File: config.mk
export PLATFORM = sky130hd
export DESIGN_NAME = sys_mem_sram_cntrlr
export DESIGN_NICKNAME = d
export VERILOG_FILES = /design/src/rtl/sys_mem_sram_cntrlr.sv
export SDC_FILE = /design/constraint.sdc
export NUM_CORES = 1
export LEC_CHECK = 0
export CORE_MARGIN = 5
export CORE_UTILIZATION = 44
export CTS_BUF_LIST = sky130_fd_sc_hd__clkbuf_4 sky130_fd_sc_hd__clkbuf_8
export DETAILED_ROUTE_END_ITERATION = 10
export HOLD_SLACK_MARGIN = 0.12
export PLACE_DENSITY = 0.75
export SETUP_SLACK_MARGIN = 0.05
export SYNTH_ARGS = -nofsm -noshare
export SYNTH_HDL_FRONTEND = slang
export SYNTH_SLANG_ARGS = --single-unit
File: constraint.sdc
create_clock -name clk -period 2.7 [get_ports clk]
set_input_delay 0.81 -clock clk [delete_from_list [all_inputs] [get_ports clk]]
set_output_delay 0.81 -clock clk [all_outputs]
set_load 0.03 [all_outputs]
File: src/rtl/sys_mem_sram_cntrlr.sv
// SRAM responder for the sys_mem arbiter: each 32-bit word request is executed
// as two sequential 16-bit accesses (low half, then high half) on an async SRAM.
module sys_mem_sram_cntrlr #(
    parameter int unsigned MEM_ADDR_W  = 27,
    parameter int unsigned MEM_DATA_W  = 32,
    parameter int unsigned SRAM_ADDR_W = 18,
    parameter int unsigned SRAM_DATA_W = 16,
    parameter int unsigned ACC_CYCLES  = 2
) (
    input  logic                   clk,
    input  logic                   rst,
    output logic                   cntrlr_wait,
    input  logic                   cntrlr_wren,
    input  logic                   cntrlr_rden,
    input  logic [MEM_ADDR_W-1:0]  cntrlr_addr,
    input  logic [MEM_DATA_W-1:0]  cntrlr_wdata,
    output logic                   cntrlr_rd_valid,
    output logic [MEM_DATA_W-1:0]  cntrlr_rdata,
    output logic                   cmd_err,
    input  logic                   cmd_err_clr,
    output logic [SRAM_ADDR_W-1:0] sram_addr,
    output logic [SRAM_DATA_W-1:0] sram_dq_out,
    output logic                   sram_dq_oe,
    input  logic [SRAM_DATA_W-1:0] sram_dq_in,
    output logic                   sram_ce_n,
    output logic                   sram_oe_n,
    output logic                   sram_we_n,
    output logic                   sram_lb_n,
    output logic                   sram_ub_n
);

    localparam int unsigned PC_W = 4;
    localparam int unsigned HA_W = SRAM_ADDR_W - 1;
    localparam logic [PC_W-1:0] PC_LAST = PC_W'(ACC_CYCLES - 1);

    typedef enum logic [2:0] {
        IDLE,
        WR_LO,
        WR_HI,
        RD_LO,
        RD_HI
    } state_t;

    state_t                 state;
    logic [PC_W-1:0]        pc;
    logic [HA_W-1:0]        addr_q;
    logic [MEM_DATA_W-1:0]  wdata_q;
    logic [SRAM_DATA_W-1:0] rd_lo;

    logic            last_c;
    logic [PC_W-1:0] pc_inc_c;
    logic            req_c;
    logic            unused_addr_bits;

    assign last_c   = (pc == PC_LAST);
    assign pc_inc_c = pc + PC_W'(1);
    assign req_c    = cntrlr_wren | cntrlr_rden;

    // Word address bits above the SRAM halfword range are ignored.
    assign unused_addr_bits = ^cntrlr_addr[MEM_ADDR_W-1:HA_W];

    always_ff @(posedge clk) begin
        if (rst) begin
            state           <= IDLE;
            pc              <= '0;
            addr_q          <= '0;
            wdata_q         <= '0;
            rd_lo           <= '0;
            cntrlr_wait     <= 1'b0;
            cntrlr_rd_valid <= 1'b0;
            cntrlr_rdata    <= '0;
            cmd_err         <= 1'b0;
            sram_addr       <= '0;
            sram_dq_out     <= '0;
            sram_dq_oe      <= 1'b0;
            sram_ce_n       <= 1'b1;
            sram_oe_n       <= 1'b1;
            sram_we_n       <= 1'b1;
            sram_lb_n       <= 1'b1;
            sram_ub_n       <= 1'b1;
        end else begin
            cntrlr_rd_valid <= 1'b0;

            // Clear wins over a simultaneous conflicting request.
            if (cmd_err_clr)
                cmd_err <= 1'b0;
            else if (state == IDLE && cntrlr_wren && cntrlr_rden)
                cmd_err <= 1'b1;

            case (state)
                IDLE: begin
                    if (req_c) begin
                        addr_q      <= cntrlr_addr[HA_W-1:0];
                        wdata_q     <= cntrlr_wdata;
                        pc          <= '0;
                        cntrlr_wait <= 1'b1;
                        sram_addr   <= {cntrlr_addr[HA_W-1:0], 1'b0};
                        sram_ce_n   <= 1'b0;
                        sram_lb_n   <= 1'b0;
                        sram_ub_n   <= 1'b0;
                        if (cntrlr_wren) begin
                            state       <= WR_LO;
                            sram_dq_out <= cntrlr_wdata[SRAM_DATA_W-1:0];
                            sram_dq_oe  <= 1'b1;
                            sram_we_n   <= 1'b0;
                            sram_oe_n   <= 1'b1;
                        end else begin
                            state      <= RD_LO;
                            sram_dq_oe <= 1'b0;
                            sram_we_n  <= 1'b1;
                            sram_oe_n  <= 1'b0;
                        end
                    end else begin
                        cntrlr_wait <= 1'b0;
                        sram_dq_oe  <= 1'b0;
                        sram_ce_n   <= 1'b1;
                        sram_oe_n   <= 1'b1;
                        sram_we_n   <= 1'b1;
                        sram_lb_n   <= 1'b1;
                        sram_ub_n   <= 1'b1;
                    end
                end

                WR_LO: begin
                    if (last_c) begin
                        state       <= WR_HI;
                        pc          <= '0;
                        sram_addr   <= {addr_q, 1'b1};
                        sram_dq_out <= wdata_q[MEM_DATA_W-1:SRAM_DATA_W];
                        sram_we_n   <= 1'b0;
                    end else begin
                        pc        <= pc_inc_c;
                        sram_we_n <= (pc_inc_c == PC_LAST);
                    end
                end

                WR_HI: begin
                    if (last_c) begin
                        state       <= IDLE;
                        pc          <= '0;
                        cntrlr_wait <= 1'b0;
                        sram_dq_oe  <= 1'b0;
                        sram_ce_n   <= 1'b1;
                        sram_oe_n   <= 1'b1;
                        sram_we_n   <= 1'b1;
                        sram_lb_n   <= 1'b1;
                        sram_ub_n   <= 1'b1;
                    end else begin
                        pc        <= pc_inc_c;
                        sram_we_n <= (pc_inc_c == PC_LAST);
                    end
                end

                RD_LO: begin
                    if (last_c) begin
                        state     <= RD_HI;
                        pc        <= '0;
                        rd_lo     <= sram_dq_in;
                        sram_addr <= {addr_q, 1'b1};
                    end else begin
                        pc <= pc_inc_c;
                    end
                end

                RD_HI: begin
                    if (last_c) begin
                        state           <= IDLE;
                        pc              <= '0;
                        cntrlr_rdata    <= {sram_dq_in, rd_lo};
                        cntrlr_rd_valid <= 1'b1;
                        cntrlr_wait     <= 1'b0;
                        sram_ce_n       <= 1'b1;
                        sram_oe_n       <= 1'b1;
                        sram_we_n       <= 1'b1;
                        sram_lb_n       <= 1'b1;
                        sram_ub_n       <= 1'b1;
                    end else begin
                        pc <= pc_inc_c;
                    end
                end

                default: begin
                    state       <= IDLE;
                    pc          <= '0;
                    cntrlr_wait <= 1'b0;
                end
            endcase
        end
    end

endmodule

==> results by group <==
Status
  – Outcome: finished clean

STA
  – Final Hold Viols: 0
  – Clk_skew: 0.00926 ns
  – RSZ-0062 raised after global routing: false
  – PnR worst setup slack: 0.353 ns
  – Fin crit period: 2.35 ns
  – Tcrit/Tclk final: 86.9%
  – Worst Max-Slew Pin Slew: 0.685 ns
  – Final hold slack: 0.455 ns
  – TNS Setup: 0 ns
  – Max Clock Freq: 426 MHz
  – Max_slew headroom: 54.2%
  – # setup viols final: 0
  – Max-slew violations: 0

Logic synthesis
  – Yosys Warn Count: 0
  – Synth area leader: dfxtp_1
  – Leading post-synthesis cells by cell area: dfxtp_1 50%, nand2_1 16%, a21oi_1 10%
  – Yosys top cell area share: 49.8%
  – Synthesized area: 0.00518 sq mm
  – Sequential-to-total area share from yosys stat: 49.8%
  – Mean Syn Cell Area: 7.88 sq um
  – Gate Count Post-Synth: 658
  – Yosys cell types: 43
  – Mapped Nets: 741
  – Synthesis-stage register bit count: 129

Clock network
  – Clock latency on the worst-skew pair: 0.45 ns
  – CTS HTree Levels: 4
  – Setup Buffers After CTS: 0
  – TritonCTS Buffers: 17
  – CTS tree: yes
  – Clk buf depth: 2
  – Clock Sinks: 129
  – Clock root buffer: clkbuf_8
  – Post-CTS sizing: 0
  – Reg clk slew, reported paths: 0.07 ns
  – Cts hold-fix bufs: 0

Critical path
  – Worst Setup Path Type: flip-flop to output pin
  – CP endpoint kind: output pin
  – RR Startpoint: state[0]
  – Crit path max fanout: 4
  – Reg2reg setup slack: 0.58 ns
  – CP Data Required Time: 1.89 ns
  – Critical path arrival: 1.54 ns
  – CP delay by family, top: buffers and inverters
  – Buf/Inv on CP: 1
  – RR Endpoint: sram_dq_out[3]
  – R2r worst-path depth: 4
  – Critical Path Slowest Stage Cell: clkdlybuf4s50_1
  – Critical Path Max Stage Delay: 0.70 ns
  – Worst-path cell chain: clkdlybuf4s50_1
  – Startpoint Class: flip-flop

Power
  – Overall power: 5.14 mW
  – Share of power burned in registers: 41.9%
  – Sw Ratio: 29.4%
  – Switching pwr: 1.51 mW
  – Clk pwr share: 36.1%
  – PwrDens: 717 mW/mm^2
  – P_leak: 2.55 nW
  – VDD IR-drop max: 0.411 mV
  – Logic pwr share: 22.0%
  – Cell Int Power: 3.62 mW

Final layout
  – Commonest non-fill, non-tap cell in the layout: nand2_1
  – # fillers: 1019
  – Layout cells sized above 1: 7.68%
  – Synthesis-to-layout area growth: 38.3%
  – Ant. Diodes: 0
  – Nets: 865
  – Most frequent cells in the layout: 216 x nand2_1, 143 x clkdlybuf4s50_1, 129 x dfxtp_1, 105 x a21oi_1, 38 x o21ai_0

Routing
  – Initial drt markers: 339
  – 1st-pass router iterations: 5
  – Final ANT Viol Nets: 0
  – Mean routed wirelength per cell: 15.1 um
  – Final WL: 14100 um
  – Detailed-route DRC error count: 0
  – Via count: 4982
  – Via-to-Cell Ratio: 5.32

GRT
  – Vias in the first global route: 4941
  – Grt total ovfl: 0
  – Initial antenna violation count: 0
  – GRT Total Usage: 20.1%
  – First-pass GRT wire length: 23600 um
  – Largest net degree at the start of global routing: 63

Floorplanning
  – Full die area: 0.0141 sq mm
  – Rows: 39
  – Core area: 0.0115 sq mm
  – IO Count: 155
  – Starting Density: 45.2%
  – Die H: 119 um
  – Die span in x: 119 um

Worst hold path
  – Worst hold start: cntrlr_rdata[6]
  – Worst Hold Class: flip-flop to flip-flop
  – Hold Crit Endpoint: cntrlr_rdata[6]
  – Worst Hold Path Cells: 2

Job
  – Max-Cap Viols: 0

Placement
  – # port buffers: 144
  – Detailed placement HPWL: 9560 um
  – Place WS: 0.137 ns
  – RD Place Congestion: 0.835
[metrics by stage]
stage                     instances  utilization (%)  cell area, sq um
after detailed placement        906             58.6              6720
after global routing            937             62.5              7170
after floorplan                 658                -              5180
after global placement          906             58.6              6720
after CTS                       937             62.5              7170
final                           937             62.5              7170
[logic make-up after synthesis]
logic type	count (synthesis)	synth area share (%)
AND/OR/NAND/NOR	269	21.4
AO/OA/AOI/OAI	193	21.9
flip-flops	129	49.8
buffers and inverters	60	5.36
adder cells (fa/ha/maj)	3	0.724
XOR/XNOR	2	0.338
multiplexers	2	0.410
[cells in the mapped netlist (all sizes together)]
master / instances
nand2: 216
dfxtp: 129
a21oi: 105
o21ai: 39
nor2: 30
clkbuf: 29
buf: 28
a211o: 19
a311oi: 16
a211oi: 4
nand3: 4
nor3: 4
and3: 3
ha: 3
inv: 3
nand2b: 3
nor2b: 3
a22oi: 2
a31oi: 2
a2111oi: 1
a221oi: 1
and2: 1
mux2: 1
mux2i: 1
nand4bb: 1
nor3b: 1
o21bai: 1
o22ai: 1
o31a: 1
o31ai: 1
or3: 1
or3b: 1
or4: 1
xnor2: 1
xor2: 1
[routing by layer]
layer	share of wire [%]	wire, um	GRT usage (%)
met1	42	5910	24.2
met2	47	6700	32.8
met3	9.3	1310	8.17
met4	1.3	189	6.73
met5	0	0	0
[sequential cells by signal, summed over array words and instances (netlist names)]
signal	count
cntrlr_rd_valid	1
wdata_q	16
addr_q	17
pc	4
rd_lo	16
cmd_err	1
cntrlr_wait	1
sram_dq_out	16
state	3
sram_we_n	1
sram_oe_n	1
cntrlr_rdata	32
sram_addr	18
sram_dq_oe	1
sram_ub_n	1
[how the worst max path moves through the flow]
stage / to / cells past startpoint / startpoint / slack, ns
after CTS: sram_ce_n / 1 / sram_ub_n / 0.33
after global placement: sram_addr[13] / 6 / cntrlr_wren / 0.17
final: sram_ce_n / 1 / sram_ub_n / 0.35
after floorplan: sram_addr[10] / 6 / cntrlr_wren / 0.65
after detailed placement: sram_addr[13] / 6 / cntrlr_wren / 0.14
after global routing: cntrlr_rdata[10] / 1 / cntrlr_rdata[10] / 0.29
[worst reg2reg max path: stages, from the launching register on]
cell and delay (ns):
dfxtp_1 0.68, nand2b_1 0.36, nor2_2 0.58, nand2_1 0.13
a311oi_1 0.27
[final cells by class]
| type | instances | area (sq um) | area share (%) |
|---|---|---|---|
| tap | 143 | 179 | 2.50 |
| sequential | 129 | 2580 | 36.0 |
| clock inverter | 14 | 215 | 3.00 |
| clock buffer | 17 | 234 | 3.26 |
| inverter | 3 | 11.3 | 0.157 |
| timing repair buffer | 162 | 1610 | 22.5 |
| multi-input combinational | 469 | 2340 | 32.6 |
[power by group through the flow]
stage,Clock [mW],Sequential (mW),Combinational (mW)
6_report,1.85,2.15,1.13
5_1_grt,1.99,2.17,1.23
4_1_cts,1.90,2.15,1.14
3_5_place_dp,0,2.19,1.13
3_3_place_gp,0,2.19,1.10
2_1_floorplan,0,2.33,0.550
Power figures use the tool's default switching activity.
